`src/rtl/risc8_pin_input_pkg.sv`:
```
// Shared helpers for the pin input conditioning block.
package risc8_pin_input_pkg;

  // Width of a debounce counter that must count 0 .. cycles-1.
  function automatic int cnt_width(input int cycles);
    return (cycles > 2) ? $clog2(cycles) : 1;
  endfunction

endpackage

```
`src/rtl/risc8_pin_input_bit.sv`:
```
// One pin: two-flop synchronizer, stability counter, debounced level and
// registered rise/fall pulses.
module risc8_pin_input_bit
  import risc8_pin_input_pkg::*;
#(
  parameter int DEBOUNCE_CYCLES = 16
) (
  input  logic clk,
  input  logic reset,
  input  logic pin_raw,
  output logic level,
  output logic rise,
  output logic fall
);

  localparam int CW = cnt_width(DEBOUNCE_CYCLES);
  localparam logic [CW-1:0] CNT_MAX = CW'(DEBOUNCE_CYCLES - 1);

  logic          s1;
  logic          s2;
  logic [CW-1:0] cnt;

  // Synchronize the pad, then accept a new level only after CNT_MAX+1
  // consecutive disagreeing samples; pulses last one cycle after the change.
  always_ff @(posedge clk) begin
    // NOTE: non-blocking assignments so every flop samples pre-edge values,
    // which is what makes s1 -> s2 a real two-stage synchronizer.
    if (reset) begin
      s1    <= 1'b0;
      s2    <= 1'b0;
      cnt   <= '0;
      level <= 1'b0;
      rise  <= 1'b0;
      fall  <= 1'b0;
    end else begin
      s1   <= pin_raw;
      s2   <= s1;
      rise <= 1'b0;
      fall <= 1'b0;
      if (s2 == level) begin
        cnt <= '0;
      end else if (cnt == CNT_MAX) begin
        level <= s2;
        cnt   <= '0;
        rise  <= s2;
        fall  <= ~s2;
      end else begin
        cnt <= cnt + 1'b1;
      end
    end
  end

endmodule

```
`src/rtl/risc8_pin_input.sv`:
```
// Debounced GPIO input block: per-pin conditioning plus latched rising-edge
// pending bits and a maskable interrupt request.
module risc8_pin_input
  import risc8_pin_input_pkg::*;
#(
  parameter int WIDTH           = 8,
  parameter int DEBOUNCE_CYCLES = 16
) (
  input  logic             clk,
  input  logic             reset,
  input  logic [WIDTH-1:0] pins_in,
  output logic [WIDTH-1:0] pin_b,
  output logic [WIDTH-1:0] rise,
  output logic [WIDTH-1:0] fall,
  input  logic [WIDTH-1:0] irq_mask,
  input  logic [WIDTH-1:0] pending_clr,
  output logic [WIDTH-1:0] pending,
  output logic             irq
);

  for (genvar i = 0; i < WIDTH; i++) begin : g_bit
    risc8_pin_input_bit #(
      .DEBOUNCE_CYCLES(DEBOUNCE_CYCLES)
    ) u_bit (
      .clk    (clk),
      .reset  (reset),
      .pin_raw(pins_in[i]),
      .level  (pin_b[i]),
      .rise   (rise[i]),
      .fall   (fall[i])
    );
  end

  // Latch rising edges; a clear strobe loses to a simultaneous new edge.
  always_ff @(posedge clk) begin
    if (reset) begin
      pending <= '0;
    end else begin
      pending <= (pending & ~pending_clr) | rise;
    end
  end

  assign irq = |(pending & irq_mask);

endmodule

```
`config.mk`:
```
export PLATFORM = sky130hd
export DESIGN_NAME = risc8_pin_input
export DESIGN_NICKNAME = d
export VERILOG_FILES = /design/src/rtl/risc8_pin_input_pkg.sv /design/src/rtl/risc8_pin_input_bit.sv /design/src/rtl/risc8_pin_input.sv
export SDC_FILE = /design/constraint.sdc
export NUM_CORES = 1
export LEC_CHECK = 0
export ABC_AREA = 1
export CAP_MARGIN = 10
export CORE_MARGIN = 2
export CORE_UTILIZATION = 43
export CTS_CLUSTER_DIAMETER = 100
export DETAILED_ROUTE_END_ITERATION = 8
export PLACE_DENSITY = 0.8
export SLEW_MARGIN = 10
export SYNTH_ARGS = -nofsm -noshare
export SYNTH_HDL_FRONTEND = slang
export SYNTH_SLANG_ARGS = --single-unit
```
`constraint.sdc`:
```
create_clock -name clk -period 1.1 [get_ports clk]
set_input_delay 0.165 -clock clk [delete_from_list [all_inputs] [get_ports clk]]
set_output_delay 0.165 -clock clk [all_outputs]
set_load 0.005 [all_outputs]
```
Word level (Yosys, flattened, before mapping)
Index checks and enable logic that the tools add are counted.
{"block": "classes", "bitwise": 28, "reduce_logical": 25, "n_eq_ne": 16, "addsub": 8}
{"cell": "OR reduction 3 bit", "n": 16}
{"cell": "adder 4 x 1 -> 4 bit, second input constant", "n": 8}
{"cell": "equality test 4 bit, second input constant", "n": 8}
{"cell": "NOT 1 bit", "n": 24}
{"cell": "AND 8 bit", "n": 2}
{"cell": "AND reduction 2 bit", "n": 8}
{"cell": "equality test 1 bit", "n": 8}
{"cell": "NOT 8 bit", "n": 1}
{"cell": "OR 8 bit", "n": 1}
{"cell": "OR reduction 8 bit", "n": 1}
{"block": "totals", "register_bits": 80, "output_inout_bits": 33, "word_cells": 126}

Longest topological paths before layout
Gate-level depths: netlist of the first run.
{"block": "depth", "depth_word": 3, "depth_mapped": 6, "depth_no_buf": 6}

By module
A second synthesis of the first run with hierarchy kept.
{"block": "hier_totals", "cells_unflattened": 392, "hier_area_um2": 3180.6}
{"module": "risc8_pin_input_bit", "instances": 8, "seq_area_each_um2": 180.2, "area_per_inst_um2": 356.6, "cells_each": 43}
{"module": "risc8_pin_input", "instances": 1, "seq_area_each_um2": 160.2, "area_per_inst_um2": 327.8, "cells_each": 48}

Worst setup path after synthesis of the first run
Ideal clock, no wire load.
{"block": "synth_timing", "kind": "register to register", "start": "register g_bit[3].u_bit.cnt[0]", "end": "register g_bit[3].u_bit.level", "n_path_buf": 0, "stages_incl_launch_ff": 7, "arrival_ps": 876, "setup_slack_ps": 109, "period_less_slack_ps": 991, "path_cell_list": "dfxtp_1 -> ha_1 -> nand2_1 -> nor2_2 -> nand2_1 -> nand2_1 -> nand2_1"}
{"block": "synth_between", "elab_chain_cells": 2}
{"element": "start: declaration", "line_no": "risc8_pin_input_bit.sv:21", "text": "logic [CW-1:0] cnt;"}
{"element": "start signal: assignment", "line_no": "risc8_pin_input_bit.sv:48", "text": "cnt <= cnt + 1'b1;"}
{"element": "equality test 4 bit", "line_no": "risc8_pin_input_bit.sv:42", "text": "end else if (cnt == CNT_MAX) begin"}
{"element": "AND reduction 2 bit (no line)"}
{"element": "end signal: assignment", "line_no": "risc8_pin_input_bit.sv:32", "text": "level <= 1'b0;"}
{"element": "end signal: assignment", "line_no": "risc8_pin_input_bit.sv:43", "text": "level <= s2;"}
{"element": "end: declaration", "line_no": "risc8_pin_input_bit.sv:11", "text": "output logic level,"}
No other way between the ends.
A chain may end at the register's enable or synchronous reset.

Final worst setup path of the first run
{"block": "layout_timing", "start": "register pending[4]", "end": "output irq"}
{"block": "layout_between", "elab_chain_cells": 2}
{"element": "start: declaration", "line_no": "risc8_pin_input.sv:17", "text": "output logic [WIDTH-1:0] pending,"}
{"element": "start signal: assignment", "line_no": "risc8_pin_input.sv:39", "text": "pending <= (pending & ~pending_clr) | rise;"}
{"element": "AND 8 bit", "line_no": "risc8_pin_input.sv:43", "text": "assign irq = |(pending & irq_mask);"}
{"element": "OR reduction 8 bit", "line_no": "risc8_pin_input.sv:43"}
{"element": "end: declaration", "line_no": "risc8_pin_input.sv:18", "text": "output logic irq"}
No other way between the ends.

==> results of run 1 <==
final cells by class:
class                   count  area, um^2
clock buffers              13         159
clock inverters             3        40.0
fillers                   640        3020
inverters                  73         282
multi-input cells         222        1230
flip-flops and latches     80        1650
well taps                  99         124
repair buffers             80         785
where the power goes:
part | internal [mW] | switching [mW]
clock network | 1.17 | 0.957
registers | 2.93 | 0.0248
logic | 0.128 | 0.104
total | 4.22 | 1.09
synth_stat cells:
cell     count
buf_2        3
inv_8        1
dfxtp_1     80
nand3_1     21
a21oi_1     16
buf_4       25
nand3_4      4
nand2_1     75
inv_1       72
xnor2_1      8
ha_1         8
nand4_1     23
nor2_1      58
nand4_2      1
buf_6        1
nor2_2       8
buf_12       1
worst min path at each step:
stage	from	to	slack, ns	cells past startpoint
5_1_grt	pins_in[6]	g_bit[6].u_bit.s1$_SDFF_PP0_	0.33	3
3_3_place_gp	g_bit[0].u_bit.s1$_SDFF_PP0_	g_bit[0].u_bit.s2$_SDFF_PP0_	0.39	2
3_5_place_dp	g_bit[7].u_bit.s1$_SDFF_PP0_	g_bit[7].u_bit.s2$_SDFF_PP0_	0.40	2
4_1_cts	pins_in[6]	g_bit[6].u_bit.s1$_SDFF_PP0_	0.32	3
6_report	pins_in[2]	g_bit[2].u_bit.s1$_SDFF_PP0_	0.33	3
2_1_floorplan	pins_in[0]	g_bit[0].u_bit.s1$_SDFF_PP0_	0.27	2
logic make-up after synthesis:
family                   after synthesis  share of synthesized area
flip-flops                            80                      0.493
AND/OR/NAND/NOR                      190                      0.271
AO/OA/AOI/OAI                         16                     0.0247
XOR/XNOR                               8                     0.0216
buffers and inverters                103                      0.159
adder cells (fa/ha/maj)                8                     0.0308
tightest hold or removal path, cell delays in order:
cell,delay [ns]
clkdlybuf4s50_1,0.39
inv_1,0.05
nor2_1,0.03
registers in the layout, indices dropped and copies added (netlist names):
register and count:
g_bit.u_bit.fall 8, pending 8, g_bit.u_bit.rise 8, g_bit.u_bit.s2 8, g_bit.u_bit.cnt 32, g_bit.u_bit.level 8, g_bit.u_bit.s1 8
what timing repair did:
item / 4_1_cts / 5_1_grt
pin swaps: 5 / 9
setup endpoints to repair: 34 / 62
hold buffers: 0 / 0
buffers inserted: 2 / 2
resized for setup: 96 / 66
routing by layer:
metal / wire (um) / up-vias
met5: 0 / -
met4: 161 / 0
met3: 296 / 14
met2: 2900 / 56
met1: 2480 / 1150
li1: - / 1349
==> results.toml, run 1 <==
[die]
core_area_um2 = 7290
die_width_um = 90.9
initial_core_util = 0.445
die_height_um = 90.9
boundaryPins = 59
row_count = 31
fp.dieArea_um2 = 8260

[run]
drv_cap = 0

[global_routing]
grt_start_max_net_pins = 25
use_met1 = 0.152
track_usage = 0.147
grt_pass1_wl_mm = 9.74
grt-ovfl-total = 0
grt_pass1_vias = 2411
grt_antenna_before_repair = 0
busiest_layer = "met2"
grtUsageMet3 = 0.0401
grtUsageMet2 = 0.265

[sta]
fin_setup_tns_ns = -0.172
maxSlewViolCount = 0
final-hold-violation-count = 0
skew_ns = 0.00585
period_minus_slack_ns = 1.27
max_freq_mhz = 786
setup_violations = 1
worst_slack_ns = -0.172
whs_ns = 0.332
worst_pin_slew_ns = 0.191
rsz0062_at_grt = "true"
relSlewSlack = 0.872
fin_crit_sh = 1.16

[critical_path]
crit_family = "flip-flops"
end_kind = "primary output"
worst_ep_arrival_time_ns = 1.11
rrSetupSlack_ns = 0.06
critical_path.cell_chain = "nand2_2 -> nand3_4 -> nor2_2 -> nand2_1 -> buf_2"
cp-startpoint = "pending[4]$_SDFF_PP0_"
worstPathMaxFanout = 2
critPathKind = "reg -> out"
path_buf_inv = 1
crit_cells = 5
startpoint_type = "flop"
worstRegToRegCells = 7
worst_path_largest_cell_delay_ns = 0.33
r2r_end = "g_bit[6].u_bit.cnt[0]$_SDFF_PP0_"
cpMaxStageDelayCell = "dfxtp_2"
cp.required_ns = 0.94
crit_end = "irq"
regToRegStartpoint = "g_bit[6].u_bit.level$_SDFFE_PP0P_"

[drt]
vias = 2569
drt_iter0_markers = 98
routed_wl_mm = 5.84
vias_per_cell = 4.51
dr.pass1.iters = 4
drc_errors = 0
wl_per_cell_um = 10.2
ant_nets = 0

[synthesis]
synth.avg_cell_area_um2 = 8.02
synth_area_um2 = 3250
syn-instance-count = 405
yosys.area.top_type_share = 0.493
synthTopCellsByArea = "dfxtp_1 49%, nand2_1 8.7%, inv_1 8.3%"
synth_area_leader_cell = "dfxtp_1"
ys_seq_area_frac = 0.493
yosys_warnings = 0
syn_nets = 439
ys_types = 17
synth_seq_cells = 80

[clock_tree]
cts.sink_count = 80
cts_root_buf = "clkbuf_8"
cts_buffer_depth = 2
cts_made_buffers = 9
htree_num_levels = 3
clock_latency_ns = 0.34
cts_tree = "built"
clkTransAtPathRegs_ns = 0.07

[placed_design]
dp_hpwl_mm = 4.26
place_ws_ns = -0.519
dpl_cell_area_um2 = 3890
dp.cells = 552
port_buffers = 58
place_congestion = 0.742

[hold_path]
hold_class = "in -> reg"

[cells_and_area]
final_core_util = 0.586
mostFrequentLayoutCell = "inv_1"
drive_above_1_share = 0.253
final_nets = 500
final_cell_area_um2 = 4270
final_cell_count_no_fill = 570
antenna_cells = 0
syn2layout_area_growth_pct = 31.5
layout_common_cells = "72 x inv_1, 68 x nand2_1, 57 x nor2_1"

[power]
leakage_nw = 1.87
power.density_nw_per_um2 = 1240
ir_worst_vdd_v = 0.000749
power.total_mw = 5.31

[status]
status = "finished, violations left"
violations = "negative setup slack"
Power figures use the tool's default switching activity.
==> run 2, diff against run 1 <==
- CAP_MARGIN: 10 -> 0
==> results of run 2 <==
The final DEF is identical to that of run 1; final timing and power are the same.
==> run 3, diff against run 2 <==
- CELL_PAD_IN_SITES_DETAIL_PLACEMENT: not set -> 0
- CELL_PAD_IN_SITES_GLOBAL_PLACEMENT: not set -> 1
- CORE_UTILIZATION: 43 -> 34
- PLACE_DENSITY: 0.8 -> 0.84
==> run 3 against run 2 <==
Net effect:
- the run still ends with negative setup slack left
- highest routed layer unchanged
- critical endpoint unchanged
- total power rose by 0.88%
- largest cell class unchanged
- largest power group unchanged
- utilization shrank 12 points
- clock power up 3%
==> results.toml, run 3 (same netlist as run 1, synthesis figures left out) <==
[cells_and_area]
final_cell_count_no_fill = 607
seqCellArea_um2 = 1660
antenna_cells = 0
fill_cells = 918
largest_register_ffs = 32
drive_above_1_share = 0.268
layout_common_cells = "71 x nand2_1, 71 x inv_1, 58 x nor2_1"
largest_register = "g_bit.u_bit.cnt"
multi_input_area_um2 = 1220
syn2layout_area_growth_pct = 33.1
final_nets = 507

[global_routing]
grt_pass1_vias = 2451
track_usage = 0.126
grt_antenna_before_repair = 0
grt_start_max_net_pins = 25
grt_pass1_wl_mm = 10.1
grt-ovfl-total = 0

[sta]
fin_setup_tns_ns = -0.376
setup_violations = 4
maxSlewViolCount = 0
worst_slack_ns = -0.136
fin_crit_sh = 1.12
relSlewSlack = 0.875
rsz0062_at_grt = "true"
worst_pin_slew_ns = 0.187
final-hold-violation-count = 0
period_minus_slack_ns = 1.24
skew_ns = 0.00698
max_freq_mhz = 809

[die]
fp.dieArea_um2 = 10400
row_count = 35
die_width_um = 102
core_area_um2 = 9240
boundaryPins = 59
die_height_um = 102
initial_core_util = 0.352

[clock_tree]
cts_tree = "built"
cts_made_buffers = 9
htree_num_levels = 3
cts.sink_count = 80
cts_buffer_depth = 2
clkTransAtPathRegs_ns = 0.07
cts_root_buf = "clkbuf_8"
hold_buffers = 0
clock_latency_ns = 0.35

[drt]
dr.pass1.iters = 4
ant_nets = 0
vias = 2573
wl_per_cell_um = 10.2
drt_iter0_markers = 45
drc_errors = 0
routed_wl_mm = 6.20
vias_per_cell = 4.24

[critical_path]
critPathKind = "reg -> out"
worst_path_largest_cell_delay_ns = 0.35
end_kind = "primary output"
cp.required_ns = 0.94
critical_path.cell_chain = "buf_6 -> a21oi_2 -> nand2_1 -> clkbuf_2"
path_buf_inv = 2
crit_family = "flip-flops"
cpMaxStageDelayCell = "dfxtp_4"
startpoint_type = "flop"
worstPathMaxFanout = 2
worst_ep_arrival_time_ns = 1.07

[power]
ir_worst_vdd_v = 0.000648
leakage_nw = 1.88
power.density_nw_per_um2 = 1240
power.total_mw = 5.36

[status]
violations = "negative setup slack"
status = "finished, violations left"

[hold_path]
hold_class = "in -> reg"

[placed_design]
dp.cells = 583
place_congestion = 0.755
dp_hpwl_mm = 4.41
port_buffers = 58
place_ws_ns = -0.476

[run]
drv_cap = 0
[run 3: changes by cell type in the layout (fill, tap and decap cells not counted), moves of 2 or more]
cell / delta
nand2_1: +3
clkdlybuf4s15_1: -5
a21oi_2: -2
dfxtp_2: -2
a21oi_1: +2
dlygate4sd2_1: -3
buf_4: +5
buf_6: +3
nand2_2: -3
clkbuf_2: +8
[run 3: final cells by class]
class / instances / area share
flip-flops and latches: 80 / 0.383
multi-input cells: 222 / 0.282
clock buffers: 13 / 0.0368
repair buffers: 87 / 0.186
inverters: 73 / 0.0657
well taps: 129 / 0.0373
clock inverters: 3 / 0.00926
[run 3: layer usage]
metal  track usage  up-vias  routed length (um)
met1         0.136     1162                2810
met4        0.0395        0                  40
met2         0.218       53                2940
met5             0        -                   0
met3        0.0573        4                 406
li1              -     1354                   -
[run 3: path summary, 6_finish.rpt]
kind | cells after the start | slack (ns) | end | from
max | 4 | -0.14 | irq | pending[2]$_SDFF_PP0_
min reg2reg | 2 | 0.40 | g_bit[1].u_bit.s2$_SDFF_PP0_ | g_bit[1].u_bit.s1$_SDFF_PP0_
min | 3 | 0.32 | g_bit[0].u_bit.s1$_SDFF_PP0_ | pins_in[0]
max reg2reg | 5 | 0.06 | g_bit[6].u_bit.level$_SDFFE_PP0P_ | g_bit[6].u_bit.cnt[0]$_SDFF_PP0_
[run 3: worst register-to-register path, cell delays in order, from the launching register on]
cell and delay (ns):
dfxtp_2 0.36, ha_2 0.21, nand2_1 0.07, nor2_2 0.13
nand2_1 0.08, a21oi_1 0.12
[run 3: through the flow]
step / cell area (um^2) / utilization / hold slack, ns
after detailed placement: 3930 / 0.425 / 0.394
final: 4320 / 0.468 / 0.319
after floorplan: 3250 / - / 0.272
after global routing: 4320 / 0.468 / 0.317
after CTS: 4190 / 0.454 / 0.303
after global placement: 3930 / 0.425 / 0.390
[run 3: repair_timing]
item                                    CTS  global route
endpoints found under the hold margin     0             0
endpoints found under the setup margin   34            80
resized for setup                       110            63
pin swaps                                 1             9
setup buffers                             3             7
[run 3: report_power, final]
part / internal, mW / total [mW] / switching, mW / leakage (nW)
Clock: 1.17 / 2.18 / 1.01 / 0.103
Sequential: 2.92 / 2.95 / 0.0251 / 0.668
Combinational: 0.124 / 0.228 / 0.103 / 1.11
